==> config.mk <==
export PLATFORM = sky130hd
export DESIGN_NAME = uart_boot_loader
export DESIGN_NICKNAME = d
export VERILOG_FILES = /design/src/rtl/uart_boot_loader.sv
export SDC_FILE = /design/constraint.sdc
export NUM_CORES = 1
export LEC_CHECK = 0
export CAP_MARGIN = 20
export CORE_MARGIN = 4
export CORE_UTILIZATION = 45
export CTS_CLUSTER_DIAMETER = 80
export CTS_CLUSTER_SIZE = 25
export DETAILED_ROUTE_END_ITERATION = 8
export PLACE_DENSITY = 0.75
export SETUP_SLACK_MARGIN = 0.5
export SYNTH_ARGS = -nofsm -noshare
export SYNTH_HDL_FRONTEND = slang
export SYNTH_SLANG_ARGS = --single-unit
==> constraint.sdc <==
create_clock -name clk -period 1.9 [get_ports clk]
set_input_delay 0.19 -clock clk [delete_from_list [all_inputs] [get_ports clk]]
set_output_delay 0.19 -clock clk [all_outputs]
set_load 0.1 [all_outputs]
==> src/rtl/uart_boot_loader.sv <==
// Boot sequencer: receives a framed image over UART, writes it to Memory, then releases the CPU.
// Latency: one memory write in the cycle after each word's last byte; cpu_resetn rises on the edge after the deciding event.
// Backpressure: none; rx bytes are single-cycle strobes and every byte is consumed the cycle it arrives.
module uart_boot_loader #(
  parameter logic [7:0]  SYNC_BYTE = 8'hA5,
  parameter int unsigned MAX_WORDS = 8192,
  parameter logic [31:0] BASE_ADDR = 32'h0000_0000,
  parameter int unsigned TIMEOUT   = 27_000_000
) (
  input  logic        clk,
  input  logic        reset,
  input  logic        rx_dv,
  input  logic [7:0]  rx_byte,
  input  logic [31:0] cpu_mem_addr,
  input  logic [31:0] cpu_mem_wdata,
  input  logic [3:0]  cpu_mem_wmask,
  input  logic        cpu_mem_rstrb,
  output logic [31:0] mem_addr,
  output logic [31:0] mem_wdata,
  output logic [3:0]  mem_wmask,
  output logic        mem_rstrb,
  output logic        cpu_resetn,
  output logic        loading,
  output logic        error
);

  // Counter only has to reach TIMEOUT-1 before WAIT_SYNC is left.
  localparam int TW = (TIMEOUT > 1) ? $clog2(TIMEOUT) : 1;
  localparam logic [TW-1:0] TO_LAST = TW'(TIMEOUT - 1);
  localparam logic [16:0]   MAX_W   = 17'(MAX_WORDS);

  typedef enum logic [2:0] {
    S_WAIT_SYNC,
    S_LEN,
    S_DATA,
    S_CHECK,
    S_RUN,
    S_ERROR
  } state_t;

  state_t        state, state_nxt;
  logic [TW-1:0] tcnt;
  logic [1:0]    bcnt;
  logic [15:0]   len;
  logic [13:0]   word_idx;
  logic [7:0]    csum;
  logic [23:0]   asm_lo;
  logic          wr_pend;
  logic [31:0]   wr_addr;
  logic [31:0]   wr_data;

  logic          is_sync;
  logic [15:0]   len_rx;
  logic          last_word;

  assign is_sync   = rx_dv && (rx_byte == SYNC_BYTE);
  assign len_rx    = {rx_byte, len[7:0]};
  // word_idx still names the word being assembled when its last byte arrives.
  assign last_word = (({2'b00, word_idx} + 16'd1) == len);

  // State register.
  always_ff @(posedge clk) begin
    if (reset) state <= S_WAIT_SYNC;
    else       state <= state_nxt;
  end

  // Next-state decode; sync takes priority over timeout.
  always_comb begin
    state_nxt = state;
    case (state)
      S_WAIT_SYNC: begin
        if (is_sync)              state_nxt = S_LEN;
        else if (tcnt == TO_LAST) state_nxt = S_RUN;
      end
      S_LEN: begin
        if (rx_dv && bcnt[0]) begin
          if (len_rx == 16'd0)               state_nxt = S_CHECK;
          else if ({1'b0, len_rx} > MAX_W)   state_nxt = S_ERROR;
          else                               state_nxt = S_DATA;
        end
      end
      S_DATA: begin
        if (rx_dv && (bcnt == 2'd3) && last_word) state_nxt = S_CHECK;
      end
      S_CHECK: begin
        if (rx_dv) state_nxt = (rx_byte == csum) ? S_RUN : S_ERROR;
      end
      S_RUN:   state_nxt = S_RUN;
      S_ERROR: begin
        if (is_sync) state_nxt = S_LEN;
      end
      default: state_nxt = S_WAIT_SYNC;
    endcase
  end

  // Frame datapath: timeout count, length capture, word assembly, checksum and write staging.
  always_ff @(posedge clk) begin
    if (reset) begin
      tcnt     <= '0;
      bcnt     <= '0;
      len      <= '0;
      word_idx <= '0;
      csum     <= '0;
      asm_lo   <= '0;
      wr_pend  <= 1'b0;
      wr_addr  <= '0;
      wr_data  <= '0;
    end else begin
      wr_pend <= 1'b0;
      if (wr_pend) word_idx <= word_idx + 14'd1;
      if (state == S_WAIT_SYNC) tcnt <= tcnt + 1'b1;
      case (state)
        S_WAIT_SYNC, S_ERROR: begin
          if (is_sync) begin
            bcnt     <= '0;
            csum     <= '0;
            word_idx <= '0;
          end
        end
        S_LEN: begin
          if (rx_dv) begin
            if (!bcnt[0]) begin
              len[7:0] <= rx_byte;
              bcnt     <= 2'd1;
            end else begin
              len  <= len_rx;
              bcnt <= 2'd0;
            end
          end
        end
        S_DATA: begin
          if (rx_dv) begin
            csum <= csum + rx_byte;
            bcnt <= bcnt + 2'd1;
            if (bcnt == 2'd3) begin
              wr_data <= {rx_byte, asm_lo};
              wr_addr <= BASE_ADDR + {16'b0, word_idx, 2'b00};
              wr_pend <= 1'b1;
            end else begin
              asm_lo <= {rx_byte, asm_lo[23:8]};
            end
          end
        end
        default: ;
      endcase
    end
  end

  // Memory port mux: CPU passes straight through in RUN, loader owns the port otherwise.
  always_comb begin
    mem_addr  = wr_addr;
    mem_wdata = wr_data;
    mem_wmask = wr_pend ? 4'hF : 4'h0;
    mem_rstrb = 1'b0;
    if (state == S_RUN) begin
      mem_addr  = cpu_mem_addr;
      mem_wdata = cpu_mem_wdata;
      mem_wmask = cpu_mem_wmask;
      mem_rstrb = cpu_mem_rstrb;
    end
  end

  assign cpu_resetn = (state == S_RUN);
  assign loading    = (state == S_LEN) || (state == S_DATA) || (state == S_CHECK);
  assign error      = (state == S_ERROR);

endmodule

# Word level (Yosys, flattened, before mapping)
# Index checks and enable logic that the tools add are counted.
[word_totals]
inputBits = 80
out_inout_bits = 72
elab_cells = 85
reg_bits = 139
[classes]
add_sub_neg = 5
bitwise = 4
eq_ne = 18
n_reduce_logical = 19
n_mux = 27
n_lt_le_gt_ge = 1
[op_table]
columns = ["op", "n"]
rows = [
  ["32-bit two-way mux", 2],
  ["14-bit two-way mux", 3],
  ["25-bit by 1-bit adder with 25-bit output, second input constant", 1],
  ["25-bit == test, second input constant", 1],
  ["3-bit two-way mux", 8],
  ["3-bit one-hot mux with 6 select lines", 1],
  ["15-bit by 16-bit == test with 1-bit output", 1],
  ["16-bit by 14-bit greater-than comparator with 1-bit output, second input constant", 1],
  ["16-bit zero test", 1],
  ["8-bit two-way mux", 2],
  ["8-bit one-hot mux with 2 select lines", 1],
  ["14-bit by 1-bit adder with 15-bit output, second input constant", 1],
  ["3-bit AND reduction", 5],
  ["14-bit by 1-bit adder with 14-bit output, second input constant", 1],
  ["2-bit != test, second input constant", 6],
  ["8-bit adder", 1],
  ["8-bit == test", 1],
  ["8-bit == test, second input constant", 1],
  ["4-bit two-way mux", 2],
  ["3-bit by 2-bit == test with 1-bit output, second input constant", 2],
  ["3-bit == test, second input constant", 2],
  ["2-bit two-way mux", 3],
  ["2-bit one-hot mux with 3 select lines", 1],
  ["5-bit AND reduction", 1],
  ["other kinds (15)", 25],
]

# Depth between registers and ports, before layout
# Gate-level depths: netlist of run 1.
[depth]
depth_word = 5
depth_mapped = 9
depth_no_buf = 9

# Worst setup path before layout of run 1
# Ideal clock, no wire load.
[synth_path]
kind = "register to output"
startpoint = "register state[1]"
endpoint = "output port mem_addr[26]"
stages_incl_launch_ff = 7
arrival_ps = 2825
slack_ps = -1115
required_ps = 1710
n_path_buf = 3
cell_sequence = "dfxtp_1 > buf_6 > inv_1 > and3_1 > clkbuf_1 > clkbuf_1 > and2_1"
[synth_via]
elab_chain_cells = 2
[synth_lines]
columns = ["element", "line", "text"]
rows = [
  ["from (decl)", "41", "state_t state, state_nxt;"],
  ["from (signal assigned)", "64", "else state <= state_nxt;"],
  ["3-bit == test", "-", ""],
  ["named net cpu_resetn", "22", "output logic cpu_resetn,"],
  ["32-bit two-way mux", "155", "if (state == S_RUN) begin"],
  ["to (decl)", "18", "output logic [31:0] mem_addr,"],
]
# The timed path passes the listed nets, and every way through them passes these cells.

# Final worst setup path of run 1
[layout_path]
startpoint = "register word_idx[10]"
endpoint = "register state[0]"
[layout_via]
elab_chain_cells = 5
[layout_lines]
columns = ["element", "line", "text"]
rows = [
  ["from (decl)", "45", "logic [13:0] word_idx;"],
  ["from (signal assigned)", "110", "if (wr_pend) word_idx <= word_idx + 14'd1;"],
  ["14-bit by 1-bit adder with 15-bit output", "59", "assign last_word = (({2'b00, word_idx} + 16'd1) == len);"],
  ["15-bit by 16-bit == test with 1-bit output", "59", ""],
  ["1-bit logical AND", "83", "if (rx_dv && (bcnt == 2'd3) && last_word) state_nxt = S_CHECK;"],
  ["2-bit != test (no line)", "-", ""],
  ["5-bit AND reduction (no line)", "-", ""],
]
# Every way passes these cells.
# A chain may end at the register's enable or synchronous reset.

==> results of run 1 <==
## metal layers
metal | vias to the layer above | track usage | part of all wire
met3 | 479 | 0.0893 | 0.14
met2 | 1027 | 0.595 | 0.43
met4 | 2 | 0.215 | 0.12
met1 | 4315 | 0.374 | 0.30
met5 | - | 0 | 0.00029
li1 | 3513 | - | -
## state kept, by name, summed over array words and instances, names as in the netlist
| signal | cells |
|---|---|
| len | 16 |
| state | 3 |
| wr_pend | 1 |
| bcnt | 2 |
| word_idx | 14 |
| tcnt | 25 |
| wr_addr | 14 |
| asm_lo | 24 |
| wr_data | 32 |
| csum | 8 |
## worst max-delay path: stages, from the launching register on
cell,delay (ps)
dfxtp_1,470
buf_4,220
nand2_1,150
nor2_1,510
and4_1,320
o21ai_0,140
nor4_2,390
nand4b_1,190
a21oi_1,200
## through the flow
step                      utilization  setup WS, ps  power (mW)  instance area (µm²)  hold WS [ps]
after global routing            0.915          -670        6.82                13900           160
after detailed placement        0.699          -597        3.37                10600           444
after global placement          0.699          -518        3.36                10600           440
after floorplan                     -          19.0        3.11                 7650           326
final                           0.915          -783        6.75                13900           161
after CTS                       0.834          -152        6.45                12600           149
## cell type report
cell class	count	area, µm²
multi-input cells	641	5590
clock buffers	18	429
clock inverters	14	123
inverters	10	48.8
fillers	392	1290
flip-flops and latches	139	2820
well taps	188	235
repair buffers	352	4620
## path summary, 6_finish.rpt
| check | start | to | slack [ps] | cells past startpoint |
|---|---|---|---|---|
| worst max-delay path | word_idx[10] | state[0] | -780 | 8 |
| worst min-delay path | rx_byte[1] | len[1] | 160 | 4 |
| worst max register to register | word_idx[10] | state[0] | -780 | 8 |
| worst min register to register | wr_data[15] | wr_data[15] | 480 | 2 |
## timing repair
item                       4_1_cts  5_1_grt
setup endpoints to repair      210      211
hold buffers                     0        0
buffers inserted                42       25
resized for setup              182      251
gates cloned                    20        2
pin swaps                       75      109
## report_power, final
group | internal, mW | switching [mW] | leakage [nW] | total [mW]
logic | 0.229 | 0.247 | 4.25 | 0.476
clock network | 1.80 | 1.55 | 0.267 | 3.35
registers | 2.91 | 0.00792 | 1.13 | 2.92
total | 4.94 | 1.80 | 5.65 | 6.75
## cell families (layout without fill, tap and decap cells)
family	Yosys count	after routing
fa+ha+maj	11	11
compound gates	132	132
buf+inv	67	394
xor+xnor	61	61
flops	139	139
simple gates	371	372
mux	65	65
## placed cells by master, fill, tap and decap left out, types with 11 or more instances in the layout
cell type	instances
buf_16	19
nand2_2	32
clkbuf_16	19
mux2i_1	17
dfxtp_2	12
and2_4	21
clkdlybuf4s50_1	69
a21oi_2	37
xor2_1	32
mux2_4	46
a21oi_1	42
xnor2_1	18
nand2_4	49
nand2_1	90
buf_4	104
nor2_4	14
nand2_8	12
dfxtp_1	122
nor2_2	11
buf_6	53
buf_12	92
nor2_1	58
nand4_1	16
==> results.tsv, run 1 <==
metric	value	unit
share of the synthesized area in the top cell type	0.402	
cell count after synthesis	846	
pwr dens	487	nW/µm²
drt wl/cell	33.1	µm
fin nets	1252	
Area Overhead vs Synth	100	%
Synth area leader	dfxtp_1	
vias	9336	
most frequent cell after synthesis	nand2_1	
ys flop type	dfxtp_1	
row count	45	
IO Count	152	
Final Max Slew Viols	0	
DRT Pass-1 Iters	8	
Worst setup SP type	flip-flop	
Synth Area in Compound Gates	0.111	
Critical Path Fanout Max	4	
post-route ant nets	0	
Netlist cell types	60	
Core Box Area	15100	µm²
vias in the first global route	8300	
Tmin final	2680	ps
WL final	45100	µm
dpl cells	1241	
Worst-Skew Late Latency	460	ps
number of clock sinks	139	
failing checks	negative setup slack	
CTS root buffer	clkbuf_16	
fin cells	1362	
CTS tree	done	
fmax	373	MHz
Post-Synthesis Cell Area	6920	µm²
Adder-Cell Fraction of Synth Area	0.0210	
final worst path period share	1.41	
register area share after synthesis	0.402	
Leak	5.65	nW
Crit. End Element	flip-flop	
Net Count, Synth	937	
main combinational cell family by area after synthesis	simple AND/OR/NAND/NOR gates	
Synth async-reset ratio	0	
number of flops mapped to enable cells by yosys	0	
Critical Path AT	3060	ps
total grt overflow	0	
All-Layer GR Usage	0.344	
Clock Skews	12.4	ps
Setup CP Type	reg2reg	
largest net degree at the start of global routing	65	
setup ws final	-783	ps
post-synthesis xor/xnor area fraction	0.0772	
post-synthesis mux area share	0.102	
die width	132	µm
Chip Height	132	µm
H-tree levels	4	
#FFs+latches synth	139	
reported max-cap violation count	0	
largest cells by area after synthesis	dfxtp_1, nand2_1, mux2_2, a21oi_1, nor2_1	
most frequent cells after synthesis	nand2_1, dfxtp_1, a21oi_1	
CTS Buffer Depth	2	
Simple-Gate Fraction of Synth Area	0.246	
diode count	0	
Hold Path Class	in2reg	
normalized max-slew margin	0.447	
DP HPWL	15300	µm
run status	finished, violations left	
Max rail drop VDD	0.761	mV
Final setup viols	109	
Clk pin slew, worst setup/hold paths	70	ps
first-pass GRT wire length	47200	µm
initial antenna violation count	2	
share of cells above drive strength 1	0.547	
area of the die	17400	µm²
Vias/cell	6.85	
IO buf count	151	
initial core utilization	0.457	
RSZ-0062 raised after global routing	yes	
# DRC	0	
setup_tns	-20590	ps
Slew @ Worst Pin	829	ps
final hold vios	0	
Worst EP required	2270	ps
Synth warnings	0	
average size of a mapped cell	8.18	µm²
CTS Buf Count	17	
Initial DRC Count	1198	
routability cong.	0.946	
Power figures use the tool's default switching activity.
==> inputs of run 2 (changes only) <==
--- a/config.mk
+++ b/config.mk
@@ -11,7 +11,7 @@
 export CTS_CLUSTER_DIAMETER = 80
 export CTS_CLUSTER_SIZE = 25
 export DETAILED_ROUTE_END_ITERATION = 8
-export PLACE_DENSITY = 0.75
+export PLACE_DENSITY = 0.82
 export SETUP_SLACK_MARGIN = 0.5
 export SYNTH_ARGS = -nofsm -noshare
 export SYNTH_HDL_FRONTEND = slang
==> results.tsv, run 2 (synthesis results as in run 1) <==
metric	value	unit	change
top flop regs	wr_data: 32 flops, tcnt: 25 flops, asm_lo: 24 flops		unchanged
Vias/cell	7.35		was 6.85
Crit. End Element	flip-flop		unchanged
Final setup viols	123		was 109
total grt overflow	0		unchanged
die width	132	µm	unchanged
CTS Hold Buffers Added	0		unchanged
most common cell after layout, fill and taps aside	dfxtp_1		unchanged
FF-to-FF path depth	8		unchanged
H-tree levels	4		unchanged
Hold Path Class	in2reg		unchanged
HP Start	rx_byte[3]		was rx_byte[1]
RSZ-0062 raised after global routing	yes		unchanged
reported max-cap violation count	0		unchanged
number of flip-flops under the largest register name	32		unchanged
dpl cells	1223		was 1241
fmax	332	MHz	was 373 MHz
first-pass GRT wire length	48200	µm	was 47200 µm
setup_tns	-24460	ps	was -20590 ps
Reg area	2820	µm²	about the same
final hold vios	0		unchanged
Area Overhead vs Synth	98.8	%	was 100%
Chip Height	132	µm	unchanged
row count	45		unchanged
pwr dens	506	nW/µm²	was 487 nW/µm²
number of clock sinks	139		unchanged
Core Box Area	15100	µm²	unchanged
drt wl/cell	36.5	µm	was 33.1 µm
normalized max-slew margin	0.414		was 0.447
DRT Pass-1 Iters	8		unchanged
CTS tree	done		unchanged
initial antenna violation count	3		was 2
CTS Buf Count	17		unchanged
Initial DRC Count	1914		was 1198
CTS Buffer Depth	2		unchanged
RR Endpoint	state[0]		unchanged
fin nets	1239		was 1252
IO Count	152		unchanged
post-route ant nets	0		unchanged
Reg with most FFs	wr_data		unchanged
Critical Path AT	3390	ps	was 3060 ps
Worst-Skew Late Latency	470	ps	was 460 ps
Critical Path Fanout Max	3		was 4
All-Layer GR Usage	0.352		was 0.344
Reg-to-Reg Start	word_idx[8]		was word_idx[10]
Clock Skews	15.6	ps	was 12.4 ps
final worst path period share	1.59		was 1.41
Slew @ Worst Pin	870	ps	was 829 ps
vias in the first global route	8228		was 8300
footprint of the multi-input gates	5570	µm²	was 5590 µm²
fin cells	1352		was 1362
Setup CP Type	reg2reg		unchanged
initial core utilization	0.457		unchanged
largest net degree at the start of global routing	60		was 65
failing checks	negative setup slack		unchanged
area of the die	17400	µm²	unchanged
Worst setup SP type	flip-flop		unchanged
Leak	5.55	nW	was 5.65 nW
Pwr Total	6.96	mW	was 6.75 mW
share of cells above drive strength 1	0.555		was 0.547
DP HPWL	15600	µm	was 15300 µm
dpl ws	-521	ps	was -597 ps
Clk pin slew, worst setup/hold paths	90	ps	was 70 ps
vias	9939		was 9336
commonest non-fill, non-tap cells in the layout	dfxtp_1, buf_4, buf_12, nand2_1, clkdlybuf4s50_1		unchanged
Worst EP required	2280	ps	was 2270 ps
routability cong.	0.912		was 0.946
Max rail drop VDD	0.809	mV	was 0.761 mV
Tmin final	3010	ps	was 2680 ps
run status	finished, violations left		unchanged
Final Core Density	0.908		was 0.915
CTS root buffer	clkbuf_16		unchanged
r2r setup slk	-1110	ps	was -780 ps
WL final	49400	µm	was 45100 µm
# fillers	366		was 392
Hold EP	wr_data[27]		was len[1]
# DRC	0		unchanged
hold depth	4		unchanged
Final Max Slew Viols	0		unchanged
IO buf count	151		unchanged
setup ws final	-1110	ps	was -783 ps
[run 2: report_power, final]
part	switching [mW]	internal (mW)	total (mW)	leakage [nW]
clock	1.70	1.85	3.56	0.273
sequential	0.00780	2.91	2.92	1.13
combinational	0.259	0.233	0.492	4.15
[run 2: metrics by stage]
stage / hold WS, ps / instance area, µm²
2_1_floorplan: 326 / 7650
3_3_place_gp: 442 / 10500
3_5_place_dp: 449 / 10500
4_1_cts: 174 / 11900
5_1_grt: 153 / 13700
6_report: 156 / 13800
[run 2: what timing repair did]
action,4_1_cts,5_1_grt
cloned,8,18
setup endpoints to repair,200,211
hold endpoints to repair,0,0
setup buffers,34,34
resized for setup,106,323
pin swaps,47,121
[run 2: worst max path at each step]
stage	startpoint	to	slack [ps]	cells past startpoint
after CTS	word_idx[0]	state[2]	-200	8
after global routing	word_idx[8]	state[0]	-950	8
after floorplan	state[0]	word_idx[10]	20	8
after detailed placement	rx_byte[1]	state[2]	-520	7
after global placement	rx_byte[1]	state[2]	-490	7
final	word_idx[8]	state[0]	-1110	8
[run 2: layer usage]
| layer | track usage | routed length [µm] | vias to the layer above |
|---|---|---|---|
| li1 | - | - | 3474 |
| met1 | 0.374 | 15300 | 4531 |
| met2 | 0.610 | 20000 | 1335 |
| met3 | 0.0836 | 7800 | 595 |
| met4 | 0.252 | 6230 | 4 |
| met5 | 0 | 38 | - |
[run 2: cell type report]
class | count | share of cell area
clock buffer | 17 | 0.0309
multi-input combinational | 640 | 0.405
clock inverter | 15 | 0.0110
sequential | 139 | 0.205
tap | 188 | 0.0171
antenna | 3 | 0.000546
inverter | 10 | 0.00337
timing repair buffer | 340 | 0.327
[run 2: critical path, cell delays in order, from the launching register on]
cell and delay, ps:
dfxtp_2 360, buf_6 120, nand4_1 340, nor4_4 690, xnor2_2 330, o21ai_2 310, nor4_4 360, nand4b_1 180
a21oi_2 210
